==> src/rtl/div_unit_pkg.sv <==
// Shared definitions for the signed restoring divider: widths and FSM state encoding.
package div_unit_pkg;

  localparam int DIV_WIDTH = 32;
  localparam int CNT_W     = 5;

  typedef enum logic [1:0] {
    ST_IDLE = 2'd0,
    ST_RUN  = 2'd1,
    ST_FIX  = 2'd2,
    ST_DONE = 2'd3
  } div_state_e;

endpackage

==> src/rtl/div_unit_step.sv <==
// One restoring-division iteration: shift the next dividend bit into the partial
// remainder, subtract the divisor magnitude if it fits, and shift in the quotient bit.
module div_unit_step #(
  parameter int WIDTH = 32
) (
  input  logic [WIDTH-1:0] r,
  input  logic [WIDTH-1:0] q,
  input  logic [WIDTH:0]   b_mag,
  output logic [WIDTH-1:0] r_next,
  output logic [WIDTH-1:0] q_next
);

  logic [WIDTH:0] r_shift;
  logic           take;

  // The partial remainder stays below |B| <= 2^(WIDTH-1), so WIDTH bits hold it.
  always_comb begin
    r_shift = {r, q[WIDTH-1]};
    take    = (r_shift >= b_mag);
    r_next  = take ? WIDTH'(r_shift - b_mag) : r_shift[WIDTH-1:0];
    q_next  = {q[WIDTH-2:0], take};
  end

endmodule

==> src/rtl/div_unit.sv <==
// Sequential signed divider: magnitudes are divided one bit per cycle, then signs are
// applied. Handshake: ctrl_DIV is a one-cycle start pulse sampled on the rising edge
// (it restarts the unit even while busy); data_resultRDY is a one-cycle completion
// pulse and results/exception hold until the next completion.
module div_unit
  import div_unit_pkg::*;
#(
  parameter int WIDTH = DIV_WIDTH
) (
  input  logic             clock,
  input  logic             reset_n,
  input  logic             ctrl_DIV,
  input  logic [WIDTH-1:0] data_operandA,
  input  logic [WIDTH-1:0] data_operandB,
  output logic [WIDTH-1:0] data_result,
  output logic [WIDTH-1:0] data_remainder,
  output logic             data_exception,
  output logic             data_resultRDY,
  output logic             busy,
  output div_state_e       state_dbg
);

  localparam logic [WIDTH-1:0] MIN_VAL  = {1'b1, {(WIDTH-1){1'b0}}};
  localparam logic [CNT_W-1:0] LAST_CNT = CNT_W'(WIDTH - 1);

  div_state_e       state;
  logic [CNT_W-1:0] count;
  logic [WIDTH-1:0] q_reg;
  logic [WIDTH-1:0] r_reg;
  logic [WIDTH:0]   b_mag_reg;
  logic             neg_q;
  logic             neg_r;

  logic [WIDTH-1:0] a_mag;
  logic [WIDTH:0]   b_mag;
  logic             div_zero;
  logic             overflow;
  logic [WIDTH-1:0] step_r;
  logic [WIDTH-1:0] step_q;

  // |0x80000000| is representable as an unsigned WIDTH-bit magnitude.
  always_comb begin
    a_mag    = data_operandA[WIDTH-1] ? -data_operandA : data_operandA;
    b_mag    = {1'b0, (data_operandB[WIDTH-1] ? -data_operandB : data_operandB)};
    div_zero = (data_operandB == '0);
    overflow = (data_operandA == MIN_VAL) && (data_operandB == '1);
  end

  div_unit_step #(.WIDTH(WIDTH)) u_step (
    .r      (r_reg),
    .q      (q_reg),
    .b_mag  (b_mag_reg),
    .r_next (step_r),
    .q_next (step_q)
  );

  always_ff @(posedge clock or negedge reset_n) begin
    if (!reset_n) begin
      state          <= ST_IDLE;
      count          <= '0;
      q_reg          <= '0;
      r_reg          <= '0;
      b_mag_reg      <= '0;
      neg_q          <= 1'b0;
      neg_r          <= 1'b0;
      data_result    <= '0;
      data_remainder <= '0;
      data_exception <= 1'b0;
      data_resultRDY <= 1'b0;
      busy           <= 1'b0;
    end else begin
      data_resultRDY <= 1'b0;
      if (ctrl_DIV) begin
        count     <= '0;
        busy      <= 1'b1;
        q_reg     <= a_mag;
        r_reg     <= '0;
        b_mag_reg <= b_mag;
        neg_q     <= data_operandA[WIDTH-1] ^ data_operandB[WIDTH-1];
        neg_r     <= data_operandA[WIDTH-1];
        if (div_zero || overflow) begin
          state          <= ST_DONE;
          data_result    <= div_zero ? '0 : MIN_VAL;
          data_remainder <= '0;
          data_exception <= 1'b1;
          data_resultRDY <= 1'b1;
        end else begin
          state <= ST_RUN;
        end
      end else begin
        case (state)
          ST_RUN: begin
            r_reg <= step_r;
            q_reg <= step_q;
            count <= count + 1'b1;
            if (count == LAST_CNT) state <= ST_FIX;
          end
          ST_FIX: begin
            data_result    <= neg_q ? -q_reg : q_reg;
            data_remainder <= neg_r ? -r_reg : r_reg;
            data_exception <= 1'b0;
            data_resultRDY <= 1'b1;
            state          <= ST_DONE;
          end
          ST_DONE: begin
            busy  <= 1'b0;
            state <= ST_IDLE;
          end
          default: state <= ST_IDLE;
        endcase
      end
    end
  end

  assign state_dbg = state;

endmodule
==> config.mk <==
export PLATFORM = sky130hd
export DESIGN_NAME = div_unit
export DESIGN_NICKNAME = d
export VERILOG_FILES = /design/src/rtl/div_unit_pkg.sv /design/src/rtl/div_unit_step.sv /design/src/rtl/div_unit.sv
export SDC_FILE = /design/constraint.sdc
export NUM_CORES = 1
export LEC_CHECK = 0
export CAP_MARGIN = 20
export CORE_UTILIZATION = 52
export DETAILED_ROUTE_END_ITERATION = 8
export PLACE_DENSITY = 0.85
export SYNTH_ARGS = -nofsm -noshare
export SYNTH_HDL_FRONTEND = slang
export SYNTH_SLANG_ARGS = --single-unit
==> constraint.sdc <==
create_clock -name clock -period 3.3 [get_ports clock]
set_clock_uncertainty 0.15 [all_clocks]
set_input_delay 0.99 -clock clock [delete_from_list [all_inputs] [get_ports clock]]
set_output_delay 0.99 -clock clock [all_outputs]
set_load 0.1 [all_outputs]
# Word-level counts from Yosys, hierarchy flattened
# Index checks and enable logic that the tools add are counted.
[op_classes] bitwise=1 addsub=6 mux=30 n_reduce_logical=7 n_eq_ne=8 magnitude_cmp=1
[ops] cell="$mux 32" count=16
[ops] cell="$neg 32->32" count=4
[ops] cell="$eq 32x32->1 const B" count=2
[ops] cell="$ge 33x32->1" count=1
[ops] cell="$logic_not 32->1" count=1
[ops] cell="$sub 32x32->32" count=1
[ops] cell="$mux 5" count=2
[ops] cell="$mux 1" count=8
[ops] cell="$mux 2" count=3
[ops] cell="$reduce_bool 2->1" count=3
[ops] cell="$add 5x1->5 const B" count=1
[ops] cell="$eq 5x5->1 const B" count=1
[ops] cell="$eq 2x2->1 const B" count=2
[ops] cell="$pmux 2 s2" count=1
[ops] cell="$ne 3x3->1 const B" count=1
[ops] cell="$eq 2x1->1 const B" count=1
[ops] cell="$ne 2x1->1 const B" count=1
[ops] cell="$reduce_and 2->1" count=1
[ops] cell="$logic_and 1x1->1" count=1
[ops] cell="$logic_or 1x1->1" count=1
[ops] cell="$xor 1x1->1" count=1
[word_totals] output_inout_bits=69 ff_bits=172 in_bits=67

# Longest topological paths before layout
[depth] ltp_word=5 depth_mapped=13 ltp_nobuf=12

# Modules after synthesis
# Synthesis repeated with hierarchy kept, for this count alone.
[hier_totals] hier_cells=1378 area_unflattened_um2=12298.0
[by_module_without_submodules] module="div_unit" cells_each=1001 area_per_inst_um2=9531.6 n_inst=1
[by_module_without_submodules] module="div_unit_step" cells_each=377 area_per_inst_um2=2766.4 n_inst=1

# Least setup slack after synthesis
# No wires, ideal clock.
[synth_path] path_kind="input -> register" from="input data_operandB[10]" to="register data_remainder[11]" setup_ps=138 setup_slack_ps=-267 stages=9 arrival_ps=3279 cell_sequence="or4_1 -> nor4_1 -> nor2b_1 -> nand3_1 -> nor4_1 -> o21bai_1 -> buf_2 -> buf_2 -> o22ai_1"
[synth_via] elab_chain_len=5
[synth_rtl] item="start: declaration" line_no="div_unit.sv:14" rtl="input logic [WIDTH-1:0] data_operandB,"
[synth_rtl] item="$eq 32x32->1" line_no="div_unit.sv:46" rtl="overflow = (data_operandA == MIN_VAL) && (data_operandB == '1);"
[synth_rtl] item="$logic_and 1x1->1" line_no="div_unit.sv:46"
[synth_rtl] item="$logic_or 1x1->1 (*)" line_no="div_unit.sv:81" rtl="if (div_zero || overflow) begin"
[synth_rtl] item="$ne 2x1->1 (no line) (*)"
[synth_rtl] item="$reduce_and 2->1 (no line) (*)"
[synth_rtl] item="end signal: assignment" line_no="div_unit.sv:100" rtl="data_remainder <= neg_r ? -r_reg : r_reg;"
[synth_rtl] item="end: declaration" line_no="div_unit.sv:16" rtl="output logic [WIDTH-1:0] data_remainder,"
# Every way passes the cells marked *; elsewhere a longest branch is shown, timed or not.
# A chain may end at the register's enable or synchronous reset.

# Final worst setup path
[layout_path] from="register q_reg[31]" to="register r_reg[30]"
[layout_via] elab_chain_len=4
[layout_rtl] item="start: declaration" line_no="div_unit.sv:28" rtl="logic [WIDTH-1:0] q_reg;"
[layout_rtl] item="start signal: assignment" line_no="div_unit.sv:76" rtl="q_reg <= a_mag;"
[layout_rtl] item="start signal: assignment" line_no="div_unit.sv:94" rtl="q_reg <= step_q;"
[layout_rtl] item="$sub 32x32->32 / $ge 33x32->1 (equally long branches)" line_no="div_unit_step.sv:20, div_unit_step.sv:19"
[layout_rtl] item="$mux 32 (*)" line_no="div_unit_step.sv:20" rtl="r_next = take ? WIDTH'(r_shift - b_mag) : r_shift[WIDTH-1:0];"
[layout_rtl] item="$mux 32 (*)" line_no="div_unit.sv:91" rtl="case (state)"
[layout_rtl] item="$mux 32 (*)" line_no="div_unit.sv:73" rtl="if (ctrl_DIV) begin"
[layout_rtl] item="end signal: assignment" line_no="div_unit.sv:93" rtl="r_reg <= step_r;"
[layout_rtl] item="end: declaration" line_no="div_unit.sv:29" rtl="logic [WIDTH-1:0] r_reg;"
# Every way passes the cells marked *; elsewhere a longest branch is shown, timed or not. The select of a mux whose other input is x is not followed.

==> run_results.csv <==
group,metric,value,unit
sta,clock.fmax,302,MHz
floorplan,coreArea,21800,um^2
placement,portBuffers,135,
sta,tightestPinTransition,952,ps
placement,place_ws,-735,ps
synthesis,seq_area_frac_synth,0.373,
placement,detailed_place_hpwl,24.4,mm
placement,place_area,14200,um^2
drt,drc,2,
sta,setup_viol,1,
pwr,pwr-share-comb,0.612,
critical_path,ff2ff_path_depth,14,
run,cap_violations,0,
cells_and_area,drive_gt1_frac,0.227,
clocking,cts_buffers,17,
sta,hold_ws,333,ps
clocking,clkTransAtPathRegs,80,ps
critical_path,crit_path_max_fanout,3,
clocking,worst_skew_pair.late_latency,450,ps
clocking,htreeDepth,4,
floorplan,dieArea,22800,um^2
sta,max-slew-margin-rel,0.365,
global_routing,grt_usage,0.305,
pwr,leakage,7.10,nW
synthesis,ys_types,65,
pwr,peakVddDrop,0.598,mV
critical_path,critPathArrivalTime,3460,ps
drt,drt_iter0_markers,1114,
synthesis,synthArstFlopShare,1.00,
sta,period_minus_slack,3310,ps
critical_path,cp.required,3460,ps
drt,wl,35.4,mm
floorplan,die_h,151,um
critical_path,start_kind,"flip-flop",
cells_and_area,fillerInstances,1522,
drt,top_layer_used,"met5",
placement,gp_congestion,1.00,
cells_and_area,postLayoutCoreUtil,0.704,
pwr,p_sw,0.00780,W
floorplan,ioPinCount,136,
sta,rsz0062_at_grt,"yes",
global_routing,first_global_vias,10820,
floorplan,start_util,0.529,
pwr,p_clk_frac,0.145,
drt,antenna_left,0,
sta,hold_viol_final,0,
drt,wl_met3,3.46,mm
run_status,outcome,"finished, violations left",
synthesis,synthFlopType,"dfrtp_1",
clocking,ctsHoldBuffers,0,
global_routing,grt_max_degree,132,
floorplan,fp.dieW,151,um
drt,met1Wirelength,14.6,mm
global_routing,globalRouteOverflowTotal,0,
floorplan,rows,54,
drt,vias,11677,
clocking,clock-sinks,172,
hold_path,hp-class,"reg -> reg",
sta,tns,-6.39,ps
synthesis,synth-edff-count,0,
critical_path,critPathKind,"reg -> reg",
synthesis,netlist_instances,1347,
synthesis,syn_area_per_cell,8.57,um^2
clocking,cts_root_buf,"clkbuf_16",
sta,slew_violations,0,
drt,dr.pass1.iters,8,
global_routing,antenna_found_initial,2,
cells_and_area,area_growth,33.1,%
global_routing,grt_pass1_wl,54.5,mm
sta,setup_slack,-6.39,ps
synthesis,syn-cell-area,11500,um^2
drt,wire_per_inst,18.7,um
pwr,sw_frac_of_total,0.537,
drt,vias_per_cell,6.15,
critical_path,cp-end-kind,"flip-flop",
clocking,cts_tree,"yes",
sta,fin_crit_sh,1.00,
drt,met2WireLength,16.2,mm
synthesis,ys_ff_latch,172,
hold_path,whs_path_depth,1,
pwr,intPower,0.00673,W
synthesis,ys_warn_count,0,
cells_and_area,fin_area,15400,um^2
pwr,power_density,946,nW/um^2
synthesis,synth_fp_nets,1457,
cells_and_area,final_nets,1715,
pwr,seqPwrFrac,0.243,
run_status,violations,"DRC, setup timing",
clocking,clockBufferDepth,2,
[per-stage QoR]
step / cells / power [W]
floorplan: 1347 / 0.00937
global placement: 1850 / 0.0116
finish: 1899 / 0.0145
detailed placement: 1850 / 0.0119
CTS: 1889 / 0.0141
global route: 1898 / 0.0152
[synth_stat cells (4+ instances only)]
master       n  area (um^2)
a311oi_1    25          219
a21oi_1     81          405
o41ai_1     17          149
a211oi_1    15          113
a211o_1      5         43.8
nor3_1      17         85.1
and3_1       4         25.0
nand2b_1     6         37.5
o31ai_1     38          285
o21ai_0     78          390
or3_1       11         68.8
nor2_1      92          345
mux2i_1     33          330
buf_2       13         65.1
xor2_1      96          841
nand4_1     16          100
inv_1       58          218
xnor2_1     47          412
nor4_1      13         81.3
o2bb2ai_1    9         78.8
o211ai_1    10         75.1
or2_2        5         31.3
o21a_1       6         45.0
nand2_1    193          724
nand3_1     18         90.1
buf_1        9         33.8
or4_1       24          180
ha_1        42          526
a31oi_1      4         25.0
dfrtp_1    172         4300
clkbuf_1    57          214
o22ai_1     55          344
a21o_1      16          120
o21bai_1     5         37.5
nor2b_1     11         68.8
and2_1       5         31.3
[layout by cell type (no fill, tap or decap), drive strengths merged, types with 33 or more instances in the layout]
| cell | n |
|---|---|
| ha | 42 |
| o31ai | 39 |
| o21ai | 81 |
| o22ai | 55 |
| inv | 66 |
| a21oi | 82 |
| nand2 | 193 |
| xnor2 | 47 |
| xor2 | 96 |
| nor2 | 92 |
| clkdlybuf4s50 | 42 |
| buf | 250 |
| dfrtp | 172 |
| mux2i | 33 |
[cells by family (layout without fill, tap and decap cells)]
logic type	after synthesis	in the layout	share of synthesized area
buf+inv	138	408	0.0463
compound gates	389	390	0.223
other cells	0	1	0
simple gates	428	428	0.172
flops	172	172	0.373
fa+ha+maj	43	43	0.0473
mux	34	34	0.0296
xor+xnor	143	143	0.109
[worst paths after layout]
kind	start	endpoint	slack (ps)
worst max-delay path	q_reg[31]	r_reg[30]	-6
worst min-delay path	data_exception	data_exception	330
worst max register to register	q_reg[31]	r_reg[30]	-6
worst min register to register	data_exception	data_exception	330
max in group asynchronous	reset_n	data_result[4]	1820
min in group asynchronous	reset_n	data_remainder[31]	370
[power groups by stage]
| stage | clock network [W] | registers, W | logic (W) |
|---|---|---|---|
| after floorplan | 0 | 0.00613 | 0.00324 |
| after global placement | 0 | 0.00346 | 0.00813 |
| after detailed placement | 0 | 0.00350 | 0.00836 |
| after CTS | 0.00211 | 0.00347 | 0.00849 |
| after global routing | 0.00218 | 0.00359 | 0.00940 |
| final | 0.00210 | 0.00353 | 0.00890 |
[layer usage]
layer  GRT usage  vias up
met5           0        -
met4       0.107        2
met3      0.0584      106
met2       0.479      635
met1       0.418     5534
li1            -     5400
[cell type report]
type / instances / area (um^2) / area share
multi-input combinational: 1038 / 7110 / 0.463
sequential: 172 / 4310 / 0.280
timing repair buffer: 317 / 2750 / 0.179
clock buffer: 17 / 425 / 0.0277
tap: 280 / 350 / 0.0228
inverter: 59 / 221 / 0.0144
clock inverter: 15 / 190 / 0.0124
antenna: 1 / 2.50 / 0.000163
[critical path: stages, from the launching register on]
cell      delay [ps]
dfrtp_1          400
inv_2            110
ha_4             150
inv_2             40
fa_2             380
a21o_1           220
a221oi_2         250
buf_4            160
buf_4            110
o31ai_1          120
o211a_1          290
or4_4            440
a21oi_2          120
nand3b_1         130
a21oi_1           80
[timing repair]
item / in CTS / in global routing
gates resized for setup: 39 / 64
setup endpoints to repair: 76 / 104
cloned: 3 / 2
pin swaps: 15 / 32
buffers inserted: 4 / 7
hold endpoints to repair: 0 / 0
Note: power is estimated with default switching activity, not from simulation.
